**config.mk**
```make
export PLATFORM = sky130hd
export DESIGN_NAME = lsu_mem_ctrl
export DESIGN_NICKNAME = d
export VERILOG_FILES = /design/src/rtl/lsu_mem_ctrl.sv
export SDC_FILE = /design/constraint.sdc
export NUM_CORES = 1
export LEC_CHECK = 0
export CAP_MARGIN = 20
export CORE_UTILIZATION = 45
export DETAILED_ROUTE_END_ITERATION = 10
export PLACE_DENSITY_LB_ADDON = 0.15
export SLEW_MARGIN = 40
export SYNTH_ARGS = -nofsm -noshare
export SYNTH_HDL_FRONTEND = slang
export SYNTH_SLANG_ARGS = --single-unit
```
**constraint.sdc**
```tcl
create_clock -name clk -period 3.84 [get_ports clk]
set_input_delay 0.384 -clock clk [delete_from_list [all_inputs] [get_ports clk]]
set_output_delay 0.384 -clock clk [all_outputs]
set_load 0.02 [all_outputs]
```
**src/rtl/lsu_mem_ctrl.sv**
```systemverilog
// rtl/lsu_mem_ctrl.sv - load/store initiator issuing full-word RAM accesses with local lane extract and RMW
//
// Ports:
//   clk, rst          clock, asynchronous active-high reset
//   req_*             request channel: valid/ready handshake, wen, size, unsigned, byte addr, right-aligned wdata
//   resp_*            one-cycle completion pulse with extended load data and misalignment error
//   mem_valid/rlen/raddr/rdata   word read port (rdata combinational)
//   mem_wen/waddr/wdata          word write port (commits at the next posedge)
//
// Build option: LSU_MISALIGN_TRAP_EN
//   defined   - misaligned half/word requests skip the RAM and respond with resp_err=1
//   undefined - resp_err stays 0 and the offending low address bits are cleared before the access

module lsu_mem_ctrl #(
  parameter int ADDR_W = 32,
  parameter int DATA_W = 32
) (
  input  logic              clk,
  input  logic              rst,
  input  logic              req_valid,
  output logic              req_ready,
  input  logic              req_wen,
  input  logic [1:0]        req_size,
  input  logic              req_unsigned,
  input  logic [ADDR_W-1:0] req_addr,
  input  logic [DATA_W-1:0] req_wdata,
  output logic              resp_valid,
  output logic [DATA_W-1:0] resp_rdata,
  output logic              resp_err,
  output logic              mem_valid,
  output logic              mem_wen,
  output logic [31:0]       mem_rlen,
  output logic [ADDR_W-1:0] mem_raddr,
  output logic [ADDR_W-1:0] mem_waddr,
  output logic [DATA_W-1:0] mem_wdata,
  input  logic [DATA_W-1:0] mem_rdata
);

  typedef enum logic [2:0] {
    S_IDLE,
    S_LD,
    S_RMW_RD,
    S_ST,
    S_RESP
  } state_t;

  state_t state, state_nxt;

  // Request fields captured on the accept edge
  logic [ADDR_W-1:0] addr_q;
  logic [1:0]        size_q;
  logic              uns_q;
  logic [DATA_W-1:0] wdata_q;
  logic              err_q;

  // Results: extended load data, and the full word to be written
  logic [DATA_W-1:0] rdata_q;
  logic [DATA_W-1:0] merged_q;

  // Request decode in IDLE
  logic              req_is_word;
  logic              trap_in;
  logic [ADDR_W-1:0] addr_in;

  // Datapath combinational results
  logic [7:0]        lane_byte;
  logic [15:0]       lane_half;
  logic [DATA_W-1:0] load_ext;
  logic [DATA_W-1:0] merge_word;
  logic [ADDR_W-1:0] word_addr;

  // FSM-decoded strobes before reset gating
  logic ready_c;
  logic rd_c;
  logic wr_c;
  logic resp_c;

  // Size 3 is handled exactly like a word
  assign req_is_word = req_size[1];

`ifdef LSU_MISALIGN_TRAP_EN
  logic misalign_in;

  assign misalign_in = ((req_size == 2'd1) & req_addr[0]) |
                       (req_is_word & (req_addr[1:0] != 2'b00));
  assign trap_in     = misalign_in;
  assign addr_in     = req_addr;
`else
  // Without trapping, a misaligned half/word is pulled down to its natural
  // boundary and then proceeds as an ordinary aligned access.
  assign trap_in = 1'b0;
  always_comb begin
    addr_in = req_addr;
    if (req_is_word) begin
      addr_in[1:0] = 2'b00;
    end else if (req_size == 2'd1) begin
      addr_in[0] = 1'b0;
    end
  end
`endif

  assign word_addr = {addr_q[ADDR_W-1:2], 2'b00};

  // Lane selection from the returned word and the read-modify-write merge
  always_comb begin
    lane_byte = mem_rdata[7:0];
    case (addr_q[1:0])
      2'd0:    lane_byte = mem_rdata[7:0];
      2'd1:    lane_byte = mem_rdata[15:8];
      2'd2:    lane_byte = mem_rdata[23:16];
      default: lane_byte = mem_rdata[31:24];
    endcase
    lane_half = addr_q[1] ? mem_rdata[31:16] : mem_rdata[15:0];

    load_ext   = mem_rdata;
    merge_word = mem_rdata;
    case (size_q)
      2'd0: begin
        load_ext = {{24{~uns_q & lane_byte[7]}}, lane_byte};
        case (addr_q[1:0])
          2'd0:    merge_word[7:0]   = wdata_q[7:0];
          2'd1:    merge_word[15:8]  = wdata_q[7:0];
          2'd2:    merge_word[23:16] = wdata_q[7:0];
          default: merge_word[31:24] = wdata_q[7:0];
        endcase
      end
      2'd1: begin
        load_ext = {{16{~uns_q & lane_half[15]}}, lane_half};
        if (addr_q[1]) begin
          merge_word[31:16] = wdata_q[15:0];
        end else begin
          merge_word[15:0] = wdata_q[15:0];
        end
      end
      default: begin
        load_ext   = mem_rdata;
        merge_word = mem_rdata;
      end
    endcase
  end

  // State register
  always_ff @(posedge clk or posedge rst) begin
    if (rst) begin
      state <= S_IDLE;
    end else begin
      state <= state_nxt;
    end
  end

  // Next state and state-decoded strobes
  always_comb begin
    state_nxt = state;
    ready_c   = 1'b0;
    rd_c      = 1'b0;
    wr_c      = 1'b0;
    resp_c    = 1'b0;
    case (state)
      S_IDLE: begin
        ready_c = 1'b1;
        if (req_valid) begin
          if (trap_in) begin
            state_nxt = S_RESP;
          end else if (!req_wen) begin
            state_nxt = S_LD;
          end else if (req_is_word) begin
            state_nxt = S_ST;
          end else begin
            state_nxt = S_RMW_RD;
          end
        end
      end
      S_LD: begin
        rd_c      = 1'b1;
        state_nxt = S_RESP;
      end
      S_RMW_RD: begin
        rd_c      = 1'b1;
        state_nxt = S_ST;
      end
      S_ST: begin
        wr_c      = 1'b1;
        state_nxt = S_RESP;
      end
      S_RESP: begin
        resp_c    = 1'b1;
        state_nxt = S_IDLE;
      end
      default: begin
        state_nxt = S_IDLE;
      end
    endcase
  end

  // Request capture and result registers
  always_ff @(posedge clk or posedge rst) begin
    if (rst) begin
      addr_q   <= '0;
      size_q   <= 2'd0;
      uns_q    <= 1'b0;
      wdata_q  <= '0;
      err_q    <= 1'b0;
      rdata_q  <= '0;
      merged_q <= '0;
    end else begin
      case (state)
        S_IDLE: begin
          if (req_valid) begin
            addr_q   <= addr_in;
            size_q   <= req_size;
            uns_q    <= req_unsigned;
            wdata_q  <= req_wdata;
            err_q    <= trap_in;
            rdata_q  <= '0;
            // A word store writes the request data untouched; subword
            // stores overwrite this in RMW_RD with the merged word.
            merged_q <= req_wdata;
          end
        end
        S_LD: begin
          rdata_q <= load_ext;
        end
        S_RMW_RD: begin
          merged_q <= merge_word;
        end
        default: begin
        end
      endcase
    end
  end

  // Gating with rst drops a pending write the instant reset rises, even
  // before the asynchronous state reset has propagated.
  assign req_ready  = ready_c & ~rst;
  assign mem_valid  = rd_c & ~rst;
  assign mem_wen    = wr_c & ~rst;
  assign resp_valid = resp_c & ~rst;

  assign mem_rlen   = mem_valid ? 32'd4 : 32'd0;
  assign mem_raddr  = mem_valid ? word_addr : '0;
  assign mem_waddr  = mem_wen ? word_addr : '0;
  assign mem_wdata  = mem_wen ? merged_q : '0;
  assign resp_rdata = resp_valid ? rdata_q : '0;
  assign resp_err   = resp_valid & err_q;

endmodule

```
==> flow_metrics.tcl <==
set metrics [dict create \
    placed_cells 1241 \
    clock_latency_ns 0.42 \
    cp.arrival_ns 2.52 \
    critPathCaptureType "output port" \
    first_pass_iters 5 \
    gp_congestion 0.894 \
    start_kind "flip-flop" \
    grt_setup_unrepaired "no" \
    post-route-min-period_ns 2.91 \
    ys_seq_area_share_pct 41.6 \
    final_cell_mix "clkdlybuf4s50_1, nand2_1, and2_1" \
    grt_pass1_wl_mm 35.1 \
    crit_chain "nand2_1, nor3_2, buf_4, and2_1, clkdlybuf4s50_1" \
    grt_use_met1_pct 38.3 \
    fin_crit_sh_pct 75.7 \
    worst_pin_slew_ns 0.765 \
    start_util_pct 46.4 \
    vias_per_cell 5.38 \
    clock_skew_ns 0.00510 \
    ys_warn_count 0 \
    totalPowerFinal_mw 7.32 \
    hold_viol 0 \
    slew_viol_final 0 \
    cts-root-buf "clkbuf_16" \
    port_buffers 231 \
    design_area_um2 10100 \
    cts_tree "done" \
    ant_nets 0 \
    r2r_start "addr_q[1]$_DFFE_PP0P_" \
    min_to "rdata_q[20]$_DFFE_PP0P_" \
    required_ns 3.46 \
    overflow 0 \
    ys_seq_elements 118 \
    met3_usage_pct 5.49 \
    worstHoldStart "rdata_q[20]$_DFFE_PP0P_" \
    crit_cells 5 \
    hold_path_depth 2 \
    die_h_um 128 \
    die-area_um2 16300 \
    fmax_mhz 344 \
    cp_slowest_cell "clkdlybuf4s50_1" \
    path_buf_inv 2 \
    drcViolationCount 0 \
    async_flop_share_pct 100 \
    ys.flop_type "dfrtp_1" \
    r2r_end "rdata_q[30]$_DFFE_PP0P_" \
    p_leak_nw 4.39 \
    design.portCount 268 \
    run_status "finished, final reports clean" \
    area_growth_pct 41.7 \
    cts_buffers 17 \
    cp_max_fo 55 \
    drt-total-wl_mm 22.6 \
    regToRegSetupSlack_ns 1.40 \
    fp-row-count 45 \
    syn_area_um2 7100 \
    synthCells 849 \
    h-tree-depth 4 \
    antenna_found_initial 0 \
    busiest_layer "met2" \
    placed_cell_area_um2 9430 \
    final_common_cell "clkdlybuf4s50_1" \
    grt.total_usage_pct 28.4 \
    max_cap_violations 0 \
    die_w_um 128 \
    cts_resized 0 \
    ir_drop_v 0.000427 \
    grt_start_max_net_pins 62 \
    final_cells 1274 \
    drtIter0Drc 655 \
    grt_pass1_vias 6258 \
    grtUsageMet2_pct 44.6 \
    cts_sinks 118 \
    critical_path_class "reg2out" \
    cts.clk_slew.worst_paths_ns 0.05 \
    vias 6854 \
    fin_nets 1152 \
    syn_area_per_cell_um2 8.37 \
    ys_types 49 \
    holdCritPathClass "reg2reg" \
    drive_gt1_share_pct 8.29 \
    max_stage_delay_ns 0.65 \
    synth_enable_flop_cells 0 \
    setup_viol 0 \
    reg2regPathDepth 6 \
    post_drt_wl_per_cell_um 17.8 \
    core_um2 15300 \
    clk_path_buf_depth 2 \
    power_density_nw_per_um2 727 \
    setup_tns_ns 0 \
    dp_hpwl_mm 15.9 \
    cts_hold_buf 0 \
    cts_setup_buffers 0 \
    cp_top_family "buffers and inverters" \
    slew_headroom_pct 49.0 \
]
[cell usage after synthesis, drive strengths merged (2+ instances only)]
| cell | instances | share of area [%] |
|---|---|---|
| o221ai | 2 | 0.25 |
| nor2b | 5 | 0.44 |
| a211oi | 2 | 0.21 |
| nand2 | 193 | 10 |
| mux2 | 13 | 2.1 |
| or2 | 2 | 0.18 |
| a31oi | 2 | 0.18 |
| dfrtp | 118 | 42 |
| o21ai | 66 | 5.2 |
| a21o | 2 | 0.21 |
| nor3 | 20 | 1.6 |
| buf | 56 | 5.5 |
| clkbuf | 47 | 2.5 |
| a22oi | 11 | 1.2 |
| nand3b | 5 | 0.53 |
| inv | 15 | 0.79 |
| a22o | 11 | 1.4 |
| a311oi | 4 | 0.49 |
| a222oi | 6 | 0.85 |
| o31ai | 4 | 0.42 |
| mux2i | 20 | 2.8 |
| o211ai | 14 | 1.5 |
| o22ai | 11 | 0.97 |
| a21oi | 47 | 3.3 |
| a21bo | 4 | 0.56 |
| and2 | 126 | 11 |
| nor4 | 2 | 0.18 |
| nand2b | 7 | 0.62 |
| nand3 | 9 | 0.63 |
| nor4b | 2 | 0.33 |
| a221oi | 2 | 0.49 |
| nor2 | 12 | 0.63 |
[where the power goes]
group	internal (mW)	switching (mW)
sequential	1.83	0.524
combinational	1.31	1.96
clock	1.13	0.561
total	4.28	3.04
[area by class of cell]
cell class | count | area, um^2
inverter | 16 | 62.6
tap | 211 | 264
clock buffer | 24 | 482
timing repair buffer | 249 | 2460
sequential | 118 | 2950
multi-input combinational | 647 | 3690
fill | 1309 | 5250
clock inverter | 8 | 145
antenna | 1 | 2.50
[registers in the layout, summed over array words and instances (netlist names)]
| name | count |
|---|---|
| uns_q | 1 |
| wdata_q | 16 |
| size_q | 2 |
| rdata_q | 32 |
| addr_q | 32 |
| state | 3 |
| merged_q | 32 |
[how the worst max path moves through the flow]
| stage | start | end | slack [ns] |
|---|---|---|---|
| 6_report | state[0]$_DFFE_PP0P_ | mem_wdata[28] | 0.93 |
| 5_1_grt | state[0]$_DFFE_PP0P_ | mem_wdata[28] | 0.75 |
| 4_1_cts | state[0]$_DFFE_PP0P_ | mem_wdata[28] | 0.90 |
| 3_5_place_dp | rst | mem_wdata[28] | 0.97 |
| 3_3_place_gp | rst | mem_wdata[28] | 1.02 |
| 2_1_floorplan | rst | addr_q[0]$_DFFE_PP0P_ | 0.33 |
[through the flow]
stage	utilization [%]	worst slack, ns	hold slack, ns
after floorplan	-	0.327	0.440
after global placement	61.5	1.02	0.452
after detailed placement	61.6	0.966	0.456
after CTS	65.7	0.904	0.470
after global routing	65.7	0.752	0.488
final	65.7	0.934	0.466
[layer usage]
metal  up-vias  wire length, um
li1       3207                -
met1      3251             9510
met2       352            10700
met3        44             1700
met4         0              699
met5         -                0
[logic make-up after synthesis]
kind of cell | synth area share [%]
buffers and inverters | 8.82
DFF | 41.6
muxes | 5.20
xor gates and xnor gates | 0.123
AOI/OAI and AO/OA | 17.7
other | 0.0528
and+or+nand+nor | 26.6
[worst register-to-register path, stage by stage (launching register included)]
cell and delay (ns):
dfrtp_1 0.70, buf_4 0.42, mux2_2 0.41, a221oi_4 0.24, buf_4 0.30, nor2_1 0.07, a22o_1 0.18
No activity file was read; power rests on OpenSTA's default activity.
